## config.mk

```make
export PLATFORM = sky130hd
export DESIGN_NAME = instr_fetch_unit_flat
export DESIGN_NICKNAME = d
export VERILOG_FILES = /design/src/rtl/instr_fetch_unit_if.sv /design/src/rtl/instr_fetch_unit.sv /design/src/flat_wrapper.sv
export SDC_FILE = /design/constraint.sdc
export NUM_CORES = 1
export LEC_CHECK = 0
export CAP_MARGIN = 10
export CELL_PAD_IN_SITES_DETAIL_PLACEMENT = 1
export CELL_PAD_IN_SITES_GLOBAL_PLACEMENT = 1
export CORE_ASPECT_RATIO = 1.75
export CORE_MARGIN = 3
export CORE_UTILIZATION = 35
export DETAILED_ROUTE_END_ITERATION = 16
export GPL_ROUTABILITY_DRIVEN = 0
export PLACE_DENSITY = 0.75
export RECOVER_POWER = 50
export SYNTH_ARGS = -nofsm -noshare
export SYNTH_HDL_FRONTEND = slang
export SYNTH_SLANG_ARGS = --single-unit
```

## constraint.sdc

```tcl
create_clock -name clk -period 2.2 [get_ports clk]
set_input_delay 0.66 -clock clk [delete_from_list [all_inputs] [get_ports clk]]
set_output_delay 0.66 -clock clk [all_outputs]
set_load 0.005 [all_outputs]
```

## src/rtl/instr_fetch_unit_if.sv

```systemverilog
// Bus bundle for the fetch unit: instruction-memory request/response channel,
// the buffered instruction stream handed to the decoder, and the branch redirect input.
interface instr_fetch_unit_if #(
  parameter int XLEN = 32
);
  logic            imem_req_valid;
  logic            imem_req_ready;
  logic [XLEN-1:0] imem_req_addr;
  logic            imem_rsp_valid;
  logic [31:0]     imem_rsp_data;
  logic            inst_valid;
  logic            inst_ready;
  logic [31:0]     inst;
  logic [XLEN-1:0] inst_pc;
  logic [6:0]      opcode;
  logic            redirect_valid;
  logic [XLEN-1:0] redirect_pc;
  logic            misalign_err;

  modport master (
    output imem_req_valid,
    input  imem_req_ready,
    output imem_req_addr,
    input  imem_rsp_valid,
    input  imem_rsp_data,
    output inst_valid,
    input  inst_ready,
    output inst,
    output inst_pc,
    output opcode,
    input  redirect_valid,
    input  redirect_pc,
    output misalign_err
  );

  modport slave (
    input  imem_req_valid,
    output imem_req_ready,
    input  imem_req_addr,
    output imem_rsp_valid,
    output imem_rsp_data,
    input  inst_valid,
    output inst_ready,
    input  inst,
    input  inst_pc,
    input  opcode,
    output redirect_valid,
    output redirect_pc,
    input  misalign_err
  );
endinterface

```

## src/rtl/instr_fetch_unit.sv

```systemverilog
// Instruction fetch front end: PC, credit-limited memory requests, in-order instruction
// buffer feeding the decoder, and branch redirect with stale-response draining.
module instr_fetch_unit #(
  parameter int              XLEN       = 32,
  parameter logic [XLEN-1:0] RESET_PC   = '0,
  parameter int              IBUF_DEPTH = 2
) (
  input logic                clk,
  input logic                rst_n,
  instr_fetch_unit_if.master bus
);

  localparam int CW = $clog2(IBUF_DEPTH) + 1;
  localparam int PW = $clog2(IBUF_DEPTH);
  localparam logic [CW:0]   DEPTH_EXT = (CW+1)'(IBUF_DEPTH);
  localparam logic [CW-1:0] DEPTH_CNT = CW'(IBUF_DEPTH);

  typedef enum logic [1:0] {
    IDLE  = 2'd0,
    FETCH = 2'd1,
    DRAIN = 2'd2
  } state_t;

  state_t          state_q, state_d;
  logic [XLEN-1:0] pc_q, pc_d;
  logic [CW-1:0]   in_flight_q, in_flight_d;
  logic [CW-1:0]   occ_q, occ_d;
  logic [CW-1:0]   drop_q, drop_d;
  logic [PW-1:0]   rd_ptr_q, rd_ptr_d;
  logic [PW-1:0]   wr_ptr_q, wr_ptr_d;
  logic            misalign_q, misalign_d;

  logic [31:0]     buf_data_q [IBUF_DEPTH];
  logic [XLEN-1:0] buf_pc_q   [IBUF_DEPTH];

  logic [CW:0]     credit_used;
  logic            req_fire;
  logic            rsp_ack;
  logic            push;
  logic            pop;
  logic            head_valid;
  logic [31:0]     head_inst;
  logic [XLEN-1:0] rsp_pc;

  assign credit_used = {1'b0, in_flight_q} + {1'b0, occ_q};
  assign req_fire    = bus.imem_req_valid && bus.imem_req_ready;
  assign rsp_ack     = bus.imem_rsp_valid && (in_flight_q != '0);
  assign push        = rsp_ack && (state_q == FETCH) && !bus.redirect_valid;
  assign head_valid  = (occ_q != '0);
  assign pop         = head_valid && bus.inst_ready;
  assign head_inst   = head_valid ? buf_data_q[rd_ptr_q] : 32'h0;

  // In FETCH every outstanding request is consecutive and ends at pc-4, so the
  // oldest one (the response now arriving) sits in_flight words behind pc.
  assign rsp_pc = pc_q - (XLEN'(in_flight_q) << 2);

  assign bus.imem_req_valid = (state_q == FETCH) && (credit_used < DEPTH_EXT);
  assign bus.imem_req_addr  = pc_q;
  assign bus.inst_valid     = head_valid;
  assign bus.inst           = head_inst;
  assign bus.opcode         = head_inst[6:0];
  assign bus.inst_pc        = buf_pc_q[rd_ptr_q];
  assign bus.misalign_err   = misalign_q;

  always_comb begin
    state_d     = state_q;
    pc_d        = pc_q;
    in_flight_d = in_flight_q + CW'(req_fire) - CW'(rsp_ack);
    occ_d       = occ_q + CW'(push) - CW'(pop);
    drop_d      = drop_q;
    rd_ptr_d    = rd_ptr_q;
    wr_ptr_d    = wr_ptr_q;
    misalign_d  = misalign_q;

    if (req_fire) begin
      pc_d = pc_q + XLEN'(4);
    end
    if (push) begin
      wr_ptr_d = wr_ptr_q + PW'(1);
    end
    if (pop) begin
      rd_ptr_d = rd_ptr_q + PW'(1);
    end
    if ((state_q == DRAIN) && rsp_ack) begin
      drop_d = drop_q - CW'(1);
    end

    case (state_q)
      IDLE:    state_d = FETCH;
      FETCH:   state_d = FETCH;
      DRAIN:   state_d = (drop_d == '0) ? FETCH : DRAIN;
      default: state_d = IDLE;
    endcase

    // A redirect overrides everything above except the in-flight accounting:
    // whatever is still outstanding afterwards must be dropped on return.
    if (bus.redirect_valid) begin
      pc_d     = {bus.redirect_pc[XLEN-1:2], 2'b00};
      occ_d    = '0;
      rd_ptr_d = '0;
      wr_ptr_d = '0;
      drop_d   = in_flight_d;
      state_d  = (in_flight_d != '0) ? DRAIN : FETCH;
      if (bus.redirect_pc[1:0] != 2'b00) begin
        misalign_d = 1'b1;
      end
    end
  end

  always_ff @(posedge clk or negedge rst_n) begin
    if (!rst_n) begin
      state_q     <= IDLE;
      pc_q        <= RESET_PC;
      in_flight_q <= '0;
      occ_q       <= '0;
      drop_q      <= '0;
      rd_ptr_q    <= '0;
      wr_ptr_q    <= '0;
      misalign_q  <= 1'b0;
    end else begin
      state_q     <= state_d;
      pc_q        <= pc_d;
      in_flight_q <= in_flight_d;
      occ_q       <= occ_d;
      drop_q      <= drop_d;
      rd_ptr_q    <= rd_ptr_d;
      wr_ptr_q    <= wr_ptr_d;
      misalign_q  <= misalign_d;
    end
  end

  always_ff @(posedge clk or negedge rst_n) begin
    if (!rst_n) begin
      for (int i = 0; i < IBUF_DEPTH; i++) begin
        buf_data_q[i] <= '0;
        buf_pc_q[i]   <= RESET_PC;
      end
    end else if (push) begin
      buf_data_q[wr_ptr_q] <= bus.imem_rsp_data;
      buf_pc_q[wr_ptr_q]   <= rsp_pc;
    end
  end

  // The credit rule alone keeps both counters bounded.
  assert property (@(posedge clk) disable iff (!rst_n)
    (occ_q <= DEPTH_CNT) && (in_flight_q <= DEPTH_CNT) && (credit_used <= DEPTH_EXT));

  assert property (@(posedge clk) disable iff (!rst_n)
    push |-> ((occ_q < DEPTH_CNT) || pop));

endmodule
```

## src/flat_wrapper.sv

```systemverilog
// flat-port wrapper written by rule: the top's interface ports become plain ports
module instr_fetch_unit_flat 
#(
  parameter int              XLEN       = 32,
  parameter logic [XLEN-1:0] RESET_PC   = '0,
  parameter int              IBUF_DEPTH = 2
)
  (clk, rst_n, bus_imem_req_valid, bus_imem_req_ready, bus_imem_req_addr, bus_imem_rsp_valid, bus_imem_rsp_data, bus_inst_valid, bus_inst_ready, bus_inst, bus_inst_pc, bus_opcode, bus_redirect_valid, bus_redirect_pc, bus_misalign_err);
  instr_fetch_unit_if #(.XLEN(XLEN)) bus_i ();
  input logic clk;
  input logic rst_n;
  output wire logic [$bits(bus_i.imem_req_valid)-1:0] bus_imem_req_valid;
  input wire logic [$bits(bus_i.imem_req_ready)-1:0] bus_imem_req_ready;
  output wire logic [$bits(bus_i.imem_req_addr)-1:0] bus_imem_req_addr;
  input wire logic [$bits(bus_i.imem_rsp_valid)-1:0] bus_imem_rsp_valid;
  input wire logic [$bits(bus_i.imem_rsp_data)-1:0] bus_imem_rsp_data;
  output wire logic [$bits(bus_i.inst_valid)-1:0] bus_inst_valid;
  input wire logic [$bits(bus_i.inst_ready)-1:0] bus_inst_ready;
  output wire logic [$bits(bus_i.inst)-1:0] bus_inst;
  output wire logic [$bits(bus_i.inst_pc)-1:0] bus_inst_pc;
  output wire logic [$bits(bus_i.opcode)-1:0] bus_opcode;
  input wire logic [$bits(bus_i.redirect_valid)-1:0] bus_redirect_valid;
  input wire logic [$bits(bus_i.redirect_pc)-1:0] bus_redirect_pc;
  output wire logic [$bits(bus_i.misalign_err)-1:0] bus_misalign_err;
  assign bus_imem_req_valid = bus_i.imem_req_valid;
  assign bus_i.imem_req_ready = bus_imem_req_ready;
  assign bus_imem_req_addr = bus_i.imem_req_addr;
  assign bus_i.imem_rsp_valid = bus_imem_rsp_valid;
  assign bus_i.imem_rsp_data = bus_imem_rsp_data;
  assign bus_inst_valid = bus_i.inst_valid;
  assign bus_i.inst_ready = bus_inst_ready;
  assign bus_inst = bus_i.inst;
  assign bus_inst_pc = bus_i.inst_pc;
  assign bus_opcode = bus_i.opcode;
  assign bus_i.redirect_valid = bus_redirect_valid;
  assign bus_i.redirect_pc = bus_redirect_pc;
  assign bus_misalign_err = bus_i.misalign_err;
  instr_fetch_unit #(.XLEN(XLEN), .RESET_PC(RESET_PC), .IBUF_DEPTH(IBUF_DEPTH)) u_core (.clk(clk), .rst_n(rst_n), .bus(bus_i));
endmodule
```

==> run summary <==
Die ar.: 0.02564 mm^2
I/O Buffers: 171
Maximum vdd drop: 0.5088 mV
Final count of hold timing violations: 0
Crit path from: u_core.occ_q[1]
Syn avg cell area: 9.823 um^2
Startpoint types: register
Area of the multi-input gates: 0.004354 mm^2
CTS Buf Count: 17
Gr ovfl total: 0
Clk sink count: 165
Pwr dens: 1308 mW/mm^2
DR WL/cell: 20.15 um
CP Class: register to output pin
First-pass GRT wire length: 43680 um
I/O Pins: 176
Area share of the largest cell type after synthesis: 49.80%
Violated checks: negative setup slack
Vias in the first global route: 7932
Final setup fails: 119
Antenna Cells: 0
Cells on worst reg2reg path: 9
Area after DPL: 0.01079 mm^2
Initial Utilization: 36.02%
Crit path to: bus_imem_req_valid
Commonest register cell after synthesis: dfrtp_1
Clock root buffer: clkbuf_16
Die W: 122.3 um
Core area: 0.02302 mm^2
Worst r2r src: u_core.occ_q[1]
Most instantiated cells after synthesis: dfrtp_1 (165), nand2_1 (161), nor2_1 (77)
Synthesis-stage register bit count: 165
Slew HR: 19.94%
Slew of the pin with the lowest slew margin: 1.201 ns
Layout cell share with drive strength beyond 1: 35.33%
Synth Instances: 844
Yosys cell types: 43
Fin. max-slew vios: 0
Setup WS post-layout: -0.3239 ns
Register area: 0.004140 mm^2
Fin nets: 1170
Pre-CTS WS: -0.3315 ns
CP Max Fanout: 2
CTS tree: done
Total Power: 16.27 mW
R2r setup slk: -0.24 ns
Synth area leaders: dfrtp_1 (50%), mux2_2 (10%), nand2_1 (7.3%), xor2_1 (4.3%), mux2i_1 (3.9%)
Placed Instances: 1319
Most common cell in the netlist: dfrtp_1
Clk_skew: 0.008619 ns
Avg Vias per Cell: 5.031
Hpwl dp: 17350 um
Area Growth Syn to Fin: 50.00%
Crit share post-route: 114.7%
DRT iter0 DRCs: 266
Leakage Power: 5.493 nW
Reg2reg end: u_core.bus.imem_req_addr[12]
Arrival time worst endpoint: 1.86 ns
Post-route cell area: 0.01244 mm^2
WL final: 28290 um
Largest net degree at the start of global routing: 70
Detailed-route DRC error count: 0
Setup TNS: -23.27 ns
Maximum clock path buffer count: 2
Rows: 73
H-tree depth: 4
Layout Cells excl Fill: 1404
Post-synth EDFFs: 0
Die H: 209.6 um
Critical Path RT: 1.54 ns
HP Class: primary input to asynchronous set/reset pin
Final core utilization: 54.03%
Final hold slack: 0.4657 ns
Tot GR Track Use: 21.86%
Fillcell total: 2495
Area leader, netlist: dfrtp_1
Ys Warns: 0
Share of synthesized flip-flops with an asynchronous set or reset: 100.0%
Initial antenna violation count: 0
Max-Cap Viols: 0
Status: finished, violations left
Fmax: 0.3962 GHz
DR pass1 iterations: 4
Cell area after synthesis: 0.008290 mm^2
Vias: 7064
CP endpoint kind: output pin
Tmin final: 2.524 ns
Part of the Yosys area used for sequential elements: 49.80%
RSZ-0062 raised after global routing: yes
CTS clk-pin slew, worst paths: 0.06 ns
Clk_lat worst skew: 0.42 ns
Routed Antenna Nets: 0
==> state kept, by name, summed over array words and instances (netlist names) <==
register / flops
u_core.buf_data_q: 64
u_core.buf_pc_q: 60
u_core.bus.imem_req_addr: 30
u_core.drop_q: 2
u_core.in_flight_q: 2
u_core.occ_q: 2
u_core.state_q: 2
u_core.bus.misalign_err: 1
u_core.rd_ptr_q: 1
u_core.wr_ptr_q: 1
==> cell type report <==
class | instances | area share, %
multi-input cells | 601 | 35.01
flip-flops and latches | 165 | 33.29
repair buffers | 294 | 23.45
clock buffers | 20 | 3.592
well taps | 300 | 3.018
clock inverters | 12 | 1.248
inverters | 12 | 0.3823
==> cells by family after synthesis <==
group | count (synthesis) | synth area share (%)
mux | 107 | 14.05
other cells | 1 | 0.04523
fa+ha+maj | 9 | 1.539
compound gates | 89 | 5.478
buf+inv | 82 | 4.452
xor+xnor | 63 | 6.655
flops | 165 | 49.80
simple gates | 328 | 17.97
==> placed cells by master, fill, tap and decap left out, drive strengths merged, types with 3 or more instances in the layout <==
| cell | n |
|---|---|
| and4 | 3 |
| a21oi | 26 |
| clkinvlp | 5 |
| clkbuf | 32 |
| nor2 | 77 |
| nand4 | 19 |
| nor3 | 8 |
| inv | 12 |
| buf | 184 |
| xnor2 | 22 |
| mux2i | 32 |
| or3 | 3 |
| and3 | 7 |
| o21ai | 59 |
| nand3b | 4 |
| conb | 4 |
| nand4b | 4 |
| mux2 | 75 |
| nand2b | 5 |
| clkdlybuf4s50 | 96 |
| nand3 | 19 |
| nor4 | 8 |
| and2 | 4 |
| nand2 | 161 |
| or4 | 3 |
| dfrtp | 165 |
| bufinv | 3 |
| ha | 7 |
| clkinv | 4 |
| xor2 | 41 |
==> repair_timing <==
action,4_1_cts,5_1_grt
pin swaps,43,40
hold buffers,0,0
gates cloned,10,0
endpoints found under the setup margin,135,148
resized for setup,417,95
setup buffers,33,14
==> power by group <==
group	internal [mW]	leakage (nW)	switching [mW]	total [mW]
combinational	4.71	3.15	3.60	8.31
sequential	4.15	2.07	0.752	4.90
clock	1.82	0.278	1.24	3.05
==> routing by layer <==
metal	global-route usage, %	up-vias	part of all wire [%]
met5	0	-	0
met4	8.778	0	2.9
met3	3.505	42	3.4
li1	-	3313	-
met2	41.09	157	57
met1	23.87	3552	37
==> worst max-delay path, stage by stage, from the launching register on <==
cell and delay (ns):
dfrtp_1 0.41, buf_6 0.13, fa_2 0.50, nor4b_4 0.25
buf_2 0.16
==> how the worst min path moves through the flow <==
stage | startpoint | slack (ns) | end | cells past startpoint
3_3_place_gp | u_core.bus.misalign_err | 0.45 | u_core.bus.misalign_err | 1
6_report | rst_n | 0.47 | u_core.bus.imem_req_addr[11] | 1
4_1_cts | rst_n | 0.08 | u_core.bus.imem_req_addr[5] | 1
5_1_grt | u_core.bus.misalign_err | 0.49 | u_core.bus.misalign_err | 1
2_1_floorplan | rst_n | 0.36 | u_core.buf_data_q[0] | 0
3_5_place_dp | u_core.bus.misalign_err | 0.46 | u_core.bus.misalign_err | 1
Note: power is estimated with default switching activity, not from simulation.
